--- config.mk ---
export PLATFORM = sky130hd
export DESIGN_NAME = ram_req_bridge_flat
export DESIGN_NICKNAME = d
export VERILOG_FILES = /design/src/rtl/ram_bridge_pkg.sv /design/src/rtl/ram_req_bridge_if.sv /design/src/rtl/ram_req_bridge.sv /design/src/flat_wrapper.sv
export SDC_FILE = /design/constraint.sdc
export NUM_CORES = 1
export LEC_CHECK = 0
export CORE_MARGIN = 2
export CORE_UTILIZATION = 41
export DETAILED_ROUTE_END_ITERATION = 10
export PLACE_DENSITY_LB_ADDON = 0.15
export SYNTH_ARGS = -nofsm -noshare
export SYNTH_HDL_FRONTEND = slang
export SYNTH_SLANG_ARGS = --single-unit
--- constraint.sdc ---
create_clock -name clk -period 2.2 [get_ports clk]
set_input_delay 0.44 -clock clk [delete_from_list [all_inputs] [get_ports clk]]
set_output_delay 0.44 -clock clk [all_outputs]
set_load 0.02 [all_outputs]
--- src/rtl/ram_bridge_pkg.sv ---
// Shared types and defaults for the CPU-to-DDR ram request bridge.
package ram_bridge_pkg;
   localparam int DEF_TIMEOUT_CYCLES = 4096;
   localparam int DEF_RAM_AW         = 29;

   typedef enum logic [2:0] {
      ST_INIT,
      ST_IDLE,
      ST_WR_ISSUE,
      ST_RD_ISSUE,
      ST_RD_WAIT
   } bridge_state_e;
endpackage

--- src/rtl/ram_req_bridge_if.sv ---
// CPU data-port and ram request-port bundles used by ram_req_bridge.
interface cpu_req_if;
   logic        cpu_en;
   logic        cpu_we;
   logic [31:0] cpu_addr;
   logic [31:0] cpu_wdata;
   logic        cpu_stall;
   logic [31:0] cpu_rdata;
   logic        cpu_rvalid;
   logic        cpu_err;

   modport master (
      output cpu_en, cpu_we, cpu_addr, cpu_wdata,
      input  cpu_stall, cpu_rdata, cpu_rvalid, cpu_err
   );
   modport slave (
      input  cpu_en, cpu_we, cpu_addr, cpu_wdata,
      output cpu_stall, cpu_rdata, cpu_rvalid, cpu_err
   );
endinterface

interface ram_port_if #(parameter int RAM_AW = ram_bridge_pkg::DEF_RAM_AW);
   logic [RAM_AW-1:0] ram_addr;
   logic [31:0]       ram_wdata;
   logic              ram_read_req;
   logic              ram_write_req;
   logic              ram_write_ready;
   logic              ram_read_ready;
   logic              ram_stall;
   logic              ram_read_data_valid;
   logic [31:0]       ram_read_data;
   logic              init_calib_complete;

   modport master (
      output ram_addr, ram_wdata, ram_read_req, ram_write_req,
      input  ram_write_ready, ram_read_ready, ram_stall,
             ram_read_data_valid, ram_read_data, init_calib_complete
   );
   modport slave (
      input  ram_addr, ram_wdata, ram_read_req, ram_write_req,
      output ram_write_ready, ram_read_ready, ram_stall,
             ram_read_data_valid, ram_read_data, init_calib_complete
   );
endinterface

--- src/rtl/ram_req_bridge.sv ---
// ram_req_bridge: one-outstanding-request bridge from a CPU data port to a
// DDR ram controller, stalling the CPU while calibrating, issuing or waiting.
module ram_req_bridge
   import ram_bridge_pkg::*;
#(
   parameter int TIMEOUT_CYCLES = DEF_TIMEOUT_CYCLES,
   parameter int RAM_AW         = DEF_RAM_AW
) (
   input  logic          clk,
   input  logic          rst_n,
   cpu_req_if.slave      cpu,
   ram_port_if.master    ram,
   output bridge_state_e state_dbg
);
   localparam int               CNT_W    = (TIMEOUT_CYCLES > 1) ? $clog2(TIMEOUT_CYCLES) : 1;
   localparam logic [CNT_W-1:0] CNT_LAST = CNT_W'(TIMEOUT_CYCLES - 1);

   bridge_state_e     state_q, state_d;
   logic [RAM_AW-1:0] addr_q;
   logic [31:0]       wdata_q;
   logic [31:0]       rdata_q;
   logic              rvalid_q;
   logic              err_q;
   logic [CNT_W-1:0]  cnt_q;

   logic accept, addr_oor, abort, rd_done, rd_timeout, wr_req, rd_req;

   // Handshake: a request is offered (req=1) whenever its ISSUE state is active
   // and ram_stall is low, independent of ready; it is taken on the first cycle
   // where req=1, the matching ready=1 and ram_stall=0, and held until then.
   always_comb begin
      state_d    = state_q;
      accept     = 1'b0;
      addr_oor   = 1'b0;
      abort      = 1'b0;
      rd_done    = 1'b0;
      rd_timeout = 1'b0;
      wr_req     = 1'b0;
      rd_req     = 1'b0;
      case (state_q)
         ST_INIT: begin
            if (ram.init_calib_complete) state_d = ST_IDLE;
         end
         ST_IDLE: begin
            if (!ram.init_calib_complete) begin
               state_d = ST_INIT;
            end else if (cpu.cpu_en) begin
               accept = 1'b1;
               if (cpu.cpu_addr[31:RAM_AW] != '0) addr_oor = 1'b1;
               else state_d = cpu.cpu_we ? ST_WR_ISSUE : ST_RD_ISSUE;
            end
         end
         ST_WR_ISSUE: begin
            wr_req = ~ram.ram_stall;
            if (!ram.init_calib_complete) begin
               abort   = 1'b1;
               state_d = ST_INIT;
            end else if (wr_req && ram.ram_write_ready) begin
               state_d = ST_IDLE;
            end
         end
         ST_RD_ISSUE: begin
            rd_req = ~ram.ram_stall;
            if (!ram.init_calib_complete) begin
               abort   = 1'b1;
               state_d = ST_INIT;
            end else if (rd_req && ram.ram_read_ready) begin
               state_d = ST_RD_WAIT;
            end
         end
         ST_RD_WAIT: begin
            // Returned data beats a timeout landing on the same cycle.
            if (!ram.init_calib_complete) begin
               abort   = 1'b1;
               state_d = ST_INIT;
            end else if (ram.ram_read_data_valid) begin
               rd_done = 1'b1;
               state_d = ST_IDLE;
            end else if (cnt_q == CNT_LAST) begin
               rd_timeout = 1'b1;
               state_d    = ST_IDLE;
            end
         end
         default: state_d = ST_INIT;
      endcase
   end

   always_ff @(posedge clk or negedge rst_n) begin
      if (!rst_n) state_q <= ST_INIT;
      else        state_q <= state_d;
   end

   always_ff @(posedge clk or negedge rst_n) begin
      if (!rst_n) begin
         addr_q   <= '0;
         wdata_q  <= '0;
         rdata_q  <= '0;
         rvalid_q <= 1'b0;
         err_q    <= 1'b0;
         cnt_q    <= '0;
      end else begin
         rvalid_q <= rd_done;
         err_q    <= addr_oor | abort | rd_timeout;
         if (accept) begin
            addr_q  <= cpu.cpu_addr[RAM_AW-1:0];
            wdata_q <= cpu.cpu_wdata;
         end
         if (rd_done)         rdata_q <= ram.ram_read_data;
         else if (rd_timeout) rdata_q <= '0;
         // Counter sits at zero outside RD_WAIT so every entry starts fresh.
         if (state_q == ST_RD_WAIT) cnt_q <= cnt_q + 1'b1;
         else                       cnt_q <= '0;
      end
   end

   assign ram.ram_addr      = addr_q;
   assign ram.ram_wdata     = wdata_q;
   assign ram.ram_write_req = wr_req;
   assign ram.ram_read_req  = rd_req;
   assign cpu.cpu_stall     = (state_q != ST_IDLE);
   assign cpu.cpu_rdata     = rdata_q;
   assign cpu.cpu_rvalid    = rvalid_q;
   assign cpu.cpu_err       = err_q;
   assign state_dbg         = state_q;
endmodule

--- src/flat_wrapper.sv ---
// flat-port wrapper written by rule: the top's interface ports become plain ports
module ram_req_bridge_flat import ram_bridge_pkg::*;
#(
   parameter int TIMEOUT_CYCLES = DEF_TIMEOUT_CYCLES,
   parameter int RAM_AW         = DEF_RAM_AW
)
  (clk, rst_n, state_dbg, cpu_cpu_en, cpu_cpu_we, cpu_cpu_addr, cpu_cpu_wdata, cpu_cpu_stall, cpu_cpu_rdata, cpu_cpu_rvalid, cpu_cpu_err, ram_ram_addr, ram_ram_wdata, ram_ram_read_req, ram_ram_write_req, ram_ram_write_ready, ram_ram_read_ready, ram_ram_stall, ram_ram_read_data_valid, ram_ram_read_data, ram_init_calib_complete);
  cpu_req_if cpu_i ();
  ram_port_if #(.RAM_AW(RAM_AW)) ram_i ();
  input  logic clk;
  input  logic rst_n;
  output bridge_state_e state_dbg;
  input wire logic [$bits(cpu_i.cpu_en)-1:0] cpu_cpu_en;
  input wire logic [$bits(cpu_i.cpu_we)-1:0] cpu_cpu_we;
  input wire logic [$bits(cpu_i.cpu_addr)-1:0] cpu_cpu_addr;
  input wire logic [$bits(cpu_i.cpu_wdata)-1:0] cpu_cpu_wdata;
  output wire logic [$bits(cpu_i.cpu_stall)-1:0] cpu_cpu_stall;
  output wire logic [$bits(cpu_i.cpu_rdata)-1:0] cpu_cpu_rdata;
  output wire logic [$bits(cpu_i.cpu_rvalid)-1:0] cpu_cpu_rvalid;
  output wire logic [$bits(cpu_i.cpu_err)-1:0] cpu_cpu_err;
  output wire logic [$bits(ram_i.ram_addr)-1:0] ram_ram_addr;
  output wire logic [$bits(ram_i.ram_wdata)-1:0] ram_ram_wdata;
  output wire logic [$bits(ram_i.ram_read_req)-1:0] ram_ram_read_req;
  output wire logic [$bits(ram_i.ram_write_req)-1:0] ram_ram_write_req;
  input wire logic [$bits(ram_i.ram_write_ready)-1:0] ram_ram_write_ready;
  input wire logic [$bits(ram_i.ram_read_ready)-1:0] ram_ram_read_ready;
  input wire logic [$bits(ram_i.ram_stall)-1:0] ram_ram_stall;
  input wire logic [$bits(ram_i.ram_read_data_valid)-1:0] ram_ram_read_data_valid;
  input wire logic [$bits(ram_i.ram_read_data)-1:0] ram_ram_read_data;
  input wire logic [$bits(ram_i.init_calib_complete)-1:0] ram_init_calib_complete;
  assign cpu_i.cpu_en = cpu_cpu_en;
  assign cpu_i.cpu_we = cpu_cpu_we;
  assign cpu_i.cpu_addr = cpu_cpu_addr;
  assign cpu_i.cpu_wdata = cpu_cpu_wdata;
  assign cpu_cpu_stall = cpu_i.cpu_stall;
  assign cpu_cpu_rdata = cpu_i.cpu_rdata;
  assign cpu_cpu_rvalid = cpu_i.cpu_rvalid;
  assign cpu_cpu_err = cpu_i.cpu_err;
  assign ram_ram_addr = ram_i.ram_addr;
  assign ram_ram_wdata = ram_i.ram_wdata;
  assign ram_ram_read_req = ram_i.ram_read_req;
  assign ram_ram_write_req = ram_i.ram_write_req;
  assign ram_i.ram_write_ready = ram_ram_write_ready;
  assign ram_i.ram_read_ready = ram_ram_read_ready;
  assign ram_i.ram_stall = ram_ram_stall;
  assign ram_i.ram_read_data_valid = ram_ram_read_data_valid;
  assign ram_i.ram_read_data = ram_ram_read_data;
  assign ram_i.init_calib_complete = ram_init_calib_complete;
  ram_req_bridge #(.TIMEOUT_CYCLES(TIMEOUT_CYCLES), .RAM_AW(RAM_AW)) u_core (.clk(clk), .rst_n(rst_n), .cpu(cpu_i), .ram(ram_i), .state_dbg(state_dbg));
endmodule
# Word-level counts from Yosys, hierarchy flattened
# Cells that the tools add are included.
# classes
reduce_logical	7
eq_ne	12
mux	34
n_bitwise	3
n_addsub	1
# ops
op	n
$mux 32	2
$mux 3	11
$mux 1	19
$pmux 3 s5	1
$add 12x1->12 const B	1
$eq 12x12->1 const B	1
$mux 12	1
$eq 3x2->1 const B	2
$ne 3x2->1 const B	2
$ne 3x3->1 const B	2
$reduce_and 6->1	1
$ne 4x3->1 const B	1
$eq 3x1->1 const B	1
$eq 3x3->1 const B	1
$logic_not 3->1	1
$ne 3x1->1 const B	1
$reduce_bool 3->1	1
$reduce_or 3->1	1
$logic_and 1x1->1	2
$ne 2x2->1 const B	1
$or 1x1->1	2
$reduce_bool 2->1	1
$not 1->1	1
# word_totals
wordCells	64
inputBits	105
ff_bits	110
out_inout_bits	101

# Depth between registers and ports, before layout
# depth
word_depth	7
mapped_depth	6
depth_no_buf	5

# Least setup slack after synthesis
# Ideal clock, no wire load.
# synth_timing
kind	register -> register
from	register u_core.cnt_q[0]
to	register u_core.rdata_q[10], in the netlist u_core.cpu.cpu_rdata[10]
setup_time_ns	0.121
n_path_buf	1
setup_slack_ns	0.464
t_required_ns	2.079
t_arrival_ns	1.615
stages_incl_launch_ff	7
synth_period_minus_slack_ns	1.736
cell_sequence	dfrtp_1 > ha_1 > nand4_2 > o41ai_4 > nand3_4 > buf_6 > a22o_1
# synth_via
elab_chain_cells	6
# synth_rtl
item	line	rtl
start: declaration	ram_req_bridge.sv:24	logic [CNT_W-1:0] cnt_q;
start signal: assignment	ram_req_bridge.sv:111	if (state_q == ST_RD_WAIT) cnt_q <= cnt_q + 1'b1;
$eq 12x12->1	ram_req_bridge.sv:79	end else if (cnt_q == CNT_LAST) begin
$mux 1	ram_req_bridge.sv:79	
$mux 1	ram_req_bridge.sv:76	end else if (ram.ram_read_data_valid) begin
$mux 1	ram_req_bridge.sv:73	if (!ram.init_calib_complete) begin
$mux 1	ram_req_bridge.sv:40	case (state_q)
$reduce_bool 2->1 (no source line)	--	
end signal: assignment	ram_req_bridge.sv:108	if (rd_done) rdata_q <= ram.ram_read_data;
end: declaration	ram_req_bridge.sv:21	logic [31:0] rdata_q;
# Every way passes these cells.
# A chain may end at the register's enable or synchronous reset.

# Final worst setup path
# layout_timing
from	register u_core.state_q[2], in the netlist u_core.state_dbg[2]
to	output cpu_cpu_stall
# layout_via
elab_chain_cells	1
# layout_rtl
item	line	rtl
start: declaration	ram_req_bridge.sv:18	bridge_state_e state_q, state_d;
start signal: assignment	ram_req_bridge.sv:90	else state_q <= state_d;
$ne 3x1->1	ram_req_bridge.sv:120	assign cpu.cpu_stall = (state_q != ST_IDLE);
end: declaration	flat_wrapper.sv:17	output wire logic [$bits(cpu_i.cpu_stall)-1:0] cpu_cpu_stall;
# Every way passes these cells.

==> summary.txt <==
Floorplanning
  • Core Footprint: between 0.01 and 0.015 sq mm
  • I/O pins: roughly 210
  • Die height: 107 um
  • DIE AREA: 0.0114 sq mm
  • Row cnt: 37
  • DIE WIDTH: 107 um
  • Starting Density: 0.421

STA
  • Slew Viols, Final: 0
  • RSZ-0062 raised after global routing: false
  • Final WS setup: 0.128 ns
  • Final Setup Violations: 0
  • Fin Clk Skew: approximately 0.014 ns
  • Final Hold Vio Count: 0
  • Final period utilization: 0.942
  • Max frequency: 483 MHz
  • Slew Limit Headroom: 0.695
  • Final min period: 2.07 ns
  • Worst Tran Pin Value: approximately 0.46 ns

Routing
  • Routed Antenna Nets: 0
  • Vias/cell: 4.91
  • Drt wl/cell: 16.4 um
  • Length of the first detailed-routing pass in iterations: 4
  • Vias: 3166
  • Routed WL: 10.6 mm
  • # DRC: 0
  • Initial detailed-routing violation count: a little under 100

Synth
  • Syn. warnings: 0
  • Netlist cell types: 42
  • Post-synth EDFFs: 0
  • Area contributors post-synth: dfrtp_1, mux2_2, a22o_1, buf_6, nor2_1
  • Area leader, netlist: dfrtp_1
  • Post-synthesis async set-or-reset flop share: 1.00
  • Synthesized area per cell: 14.8 sq um
  • Post-synthesis sequential area ratio: 0.635
  • Yosys reg bits: 110
  • Share of the synthesized area in the top cell type: 0.635
  • Mapped cell area: 0.00433 sq mm
  • Main flop type after synthesis: dfrtp_1
  • Syn Inst Count: 292
  • Mapped Nets: 398

Power
  • Pwr dens: 812 mW/mm^2
  • Worst vdd ir: about 0.44 mV
  • Sw Pwr: 0.00159 W
  • P_leak: 2.87 nW
  • Sequential power share: 0.449
  • Cell Int Power: 0.00394 W
  • Logic pwr share: 0.306
  • Sw frac: 0.288
  • Clock power frac: 0.246

Global route
  • Initial antenna violation count: 0
  • Gr ovfl total: 0
  • GRT Total Usage: 0.187
  • Global-route wire length before repair: 16.6 mm
  • Vias in the first global route: 3222
  • Largest net degree at the start of global routing: 60

Critical path
  • Worst Setup End Kind: primary output
  • Type of the worst setup path: reg -> out
  • Critical path, cell by cell: or3b_2, dlygate4sd2_1
  • Startpoint Class: register
  • Worst EP arrival: 1.63 ns
  • Slowest cell on the critical path: dfrtp_1
  • Worst Path Max Fanout: 9
  • Critical Path RT: 1.76 ns
  • CP bufs+invs: 1
  • CP delay by family, top: flip-flops
  • Max stage delay on crit path: 0.48 ns

Clock network
  • Clk root buf: clkbuf_8
  • Post-CTS setup buffers: 0
  • Clock buffer depth: 2
  • Sink Count: 110
  • CTS buffer count: 9
  • Worst-path clk slew: 0.10 ns
  • Htree depth: 3
  • CTS tree: yes
  • Skew-Pair Late Insertion Delay: approximately 0.37 ns

Placement
  • Routability-driven placement congestion ratio: 0.760
  • IO buf count: 205
  • Pre-CTS setup slack: -0.00111 ns
  • Post-Place Cells: 628
  • DP Wirelength: between 7 and 8 mm

Cells and area
  • Non-Filler Instances: 645
  • Antenna cell count: 0
  • Layout cells sized above 1: 0.193
  • Layout Nets: between 600 and 700
  • Final core occ: 0.663
  • Number of filler cells placed in the layout: 789
  • P&R area growth vs syn: 57.2%

Flow run
  • Max cap viols: 0

Run status
  • Status: finished clean

Worst hold path
  • Hold Path Class: in -> async
-- layer usage --
metal	routed length (um)	share of wire	up-vias	global-route usage
li1	-	-	1474	-
met1	4690	0.44	1530	0.247
met2	4890	0.46	152	0.297
met3	856	0.081	10	0.0511
met4	149	0.014	0	0.0649
met5	0	0	-	0
-- cells by family (layout without fill, tap and decap cells) --
| group | count (synthesis) | in the layout | synth area share |
|---|---|---|---|
| XOR/XNOR | 9 | 9 | 0.0182 |
| AO/OA/AOI/OAI | 45 | 45 | 0.0895 |
| AND/OR/NAND/NOR | 50 | 50 | 0.0679 |
| flip-flops | 110 | 110 | 0.635 |
| buffers and inverters | 16 | 233 | 0.0274 |
| multiplexers | 61 | 61 | 0.159 |
| adder cells (fa/ha/maj) | 1 | 1 | 0.00289 |
-- placed cells by master, fill, tap and decap left out, types with 3 or more instances in the layout --
master / count
nor2_1: 13
nand3_1: 3
nor3_1: 3
dlygate4sd2_1: 3
clkdlybuf4s50_1: 201
buf_4: 5
xor2_1: 5
a22o_1: 30
nand2_1: 9
mux2_2: 61
nand2b_1: 3
o21ai_0: 3
a21oi_1: 3
xnor2_1: 4
clkbuf_8: 9
dfrtp_1: 110
buf_12: 5
-- flip-flops by register name, indices dropped and copies added, names as in the netlist --
| register | cells |
|---|---|
| u_core.cpu.cpu_rdata | 32 |
| u_core.ram.ram_wdata | 32 |
| u_core.cpu.cpu_rvalid | 1 |
| u_core.ram.ram_addr | 29 |
| u_core.cpu.cpu_err | 1 |
| u_core.cnt_q | 12 |
| u_core.state_dbg | 3 |
-- per-stage QoR --
step                area (sq um)  hold WS, ns  TNS [ns]  total power, W
detailed placement          6580        0.340  -0.00111         0.00424
global placement            6580        0.330         0         0.00420
CTS                         6810        0.475         0         0.00560
finish                      6810        0.485         0         0.00553
floorplan                   4330        0.144         0         0.00326
global route                6810        0.484         0         0.00580
-- path summary, 6_finish.rpt --
kind / start / to / slack, ns / cells past startpoint
worst min-delay path: rst_n / u_core.ram.ram_addr[0] / 0.49 / 2
worst max-delay path: u_core.state_dbg[2] / cpu_cpu_stall / 0.13 / 2
worst max register to register: u_core.cnt_q[0] / u_core.cpu.cpu_rdata[0] / 0.21 / 6
worst min register to register: u_core.cnt_q[0] / u_core.cnt_q[0] / 0.51 / 1
min in group clk: u_core.cnt_q[0] / u_core.cnt_q[0] / 0.51 / 1
max in group asynchronous: rst_n / u_core.state_dbg[1] / 1.00 / 3
-- synth_stat cells, types with 2 or more instances --
master and count:
a21oi_1 3, a22o_1 30, a22o_2 2, and3_1 2, buf_2 6, buf_6 5, dfrtp_1 110, inv_1 2
mux2_2 61, nand2_1 9, nand2b_1 3, nand3_1 3, nand4_2 2, nor2_1 13, nor3_1 3, nor4_1 2
o21ai_0 3, or3_1 2, xnor2_1 4, xor2_1 5
-- power groups by stage --
stage                     clock network, W  registers, W  logic (W)
after floorplan                          0       0.00291   0.000344
after global placement                   0       0.00251    0.00169
after detailed placement                 0       0.00253    0.00171
after CTS                          0.00141       0.00248    0.00171
after global routing               0.00149       0.00252    0.00179
final                              0.00136       0.00248    0.00169
-- repair_timing --
item	4_1_cts	5_1_grt
gates resized for setup	3	0
endpoints found under the hold margin	17	0
endpoints found under the setup margin	3	0
hold buffers	1	0
-- final cells by class --
cell class,count,area (sq um),share of cell area
sequential,110,2750,0.404
multi-input combinational,166,1470,0.215
tap,136,170,0.0250
clock inverter,7,105,0.0154
clock buffer,9,124,0.0182
timing repair buffer,215,2190,0.321
inverter,2,7.51,0.00110
-- worst register-to-register path: stages, from the launching register on --
cell     delay (ns)
dfrtp_1        0.41
ha_1           0.26
nand4_2        0.16
o41ai_4        0.48
nand3_4        0.16
buf_12         0.20
a22o_2         0.22
(Power assumes the default switching activity.)
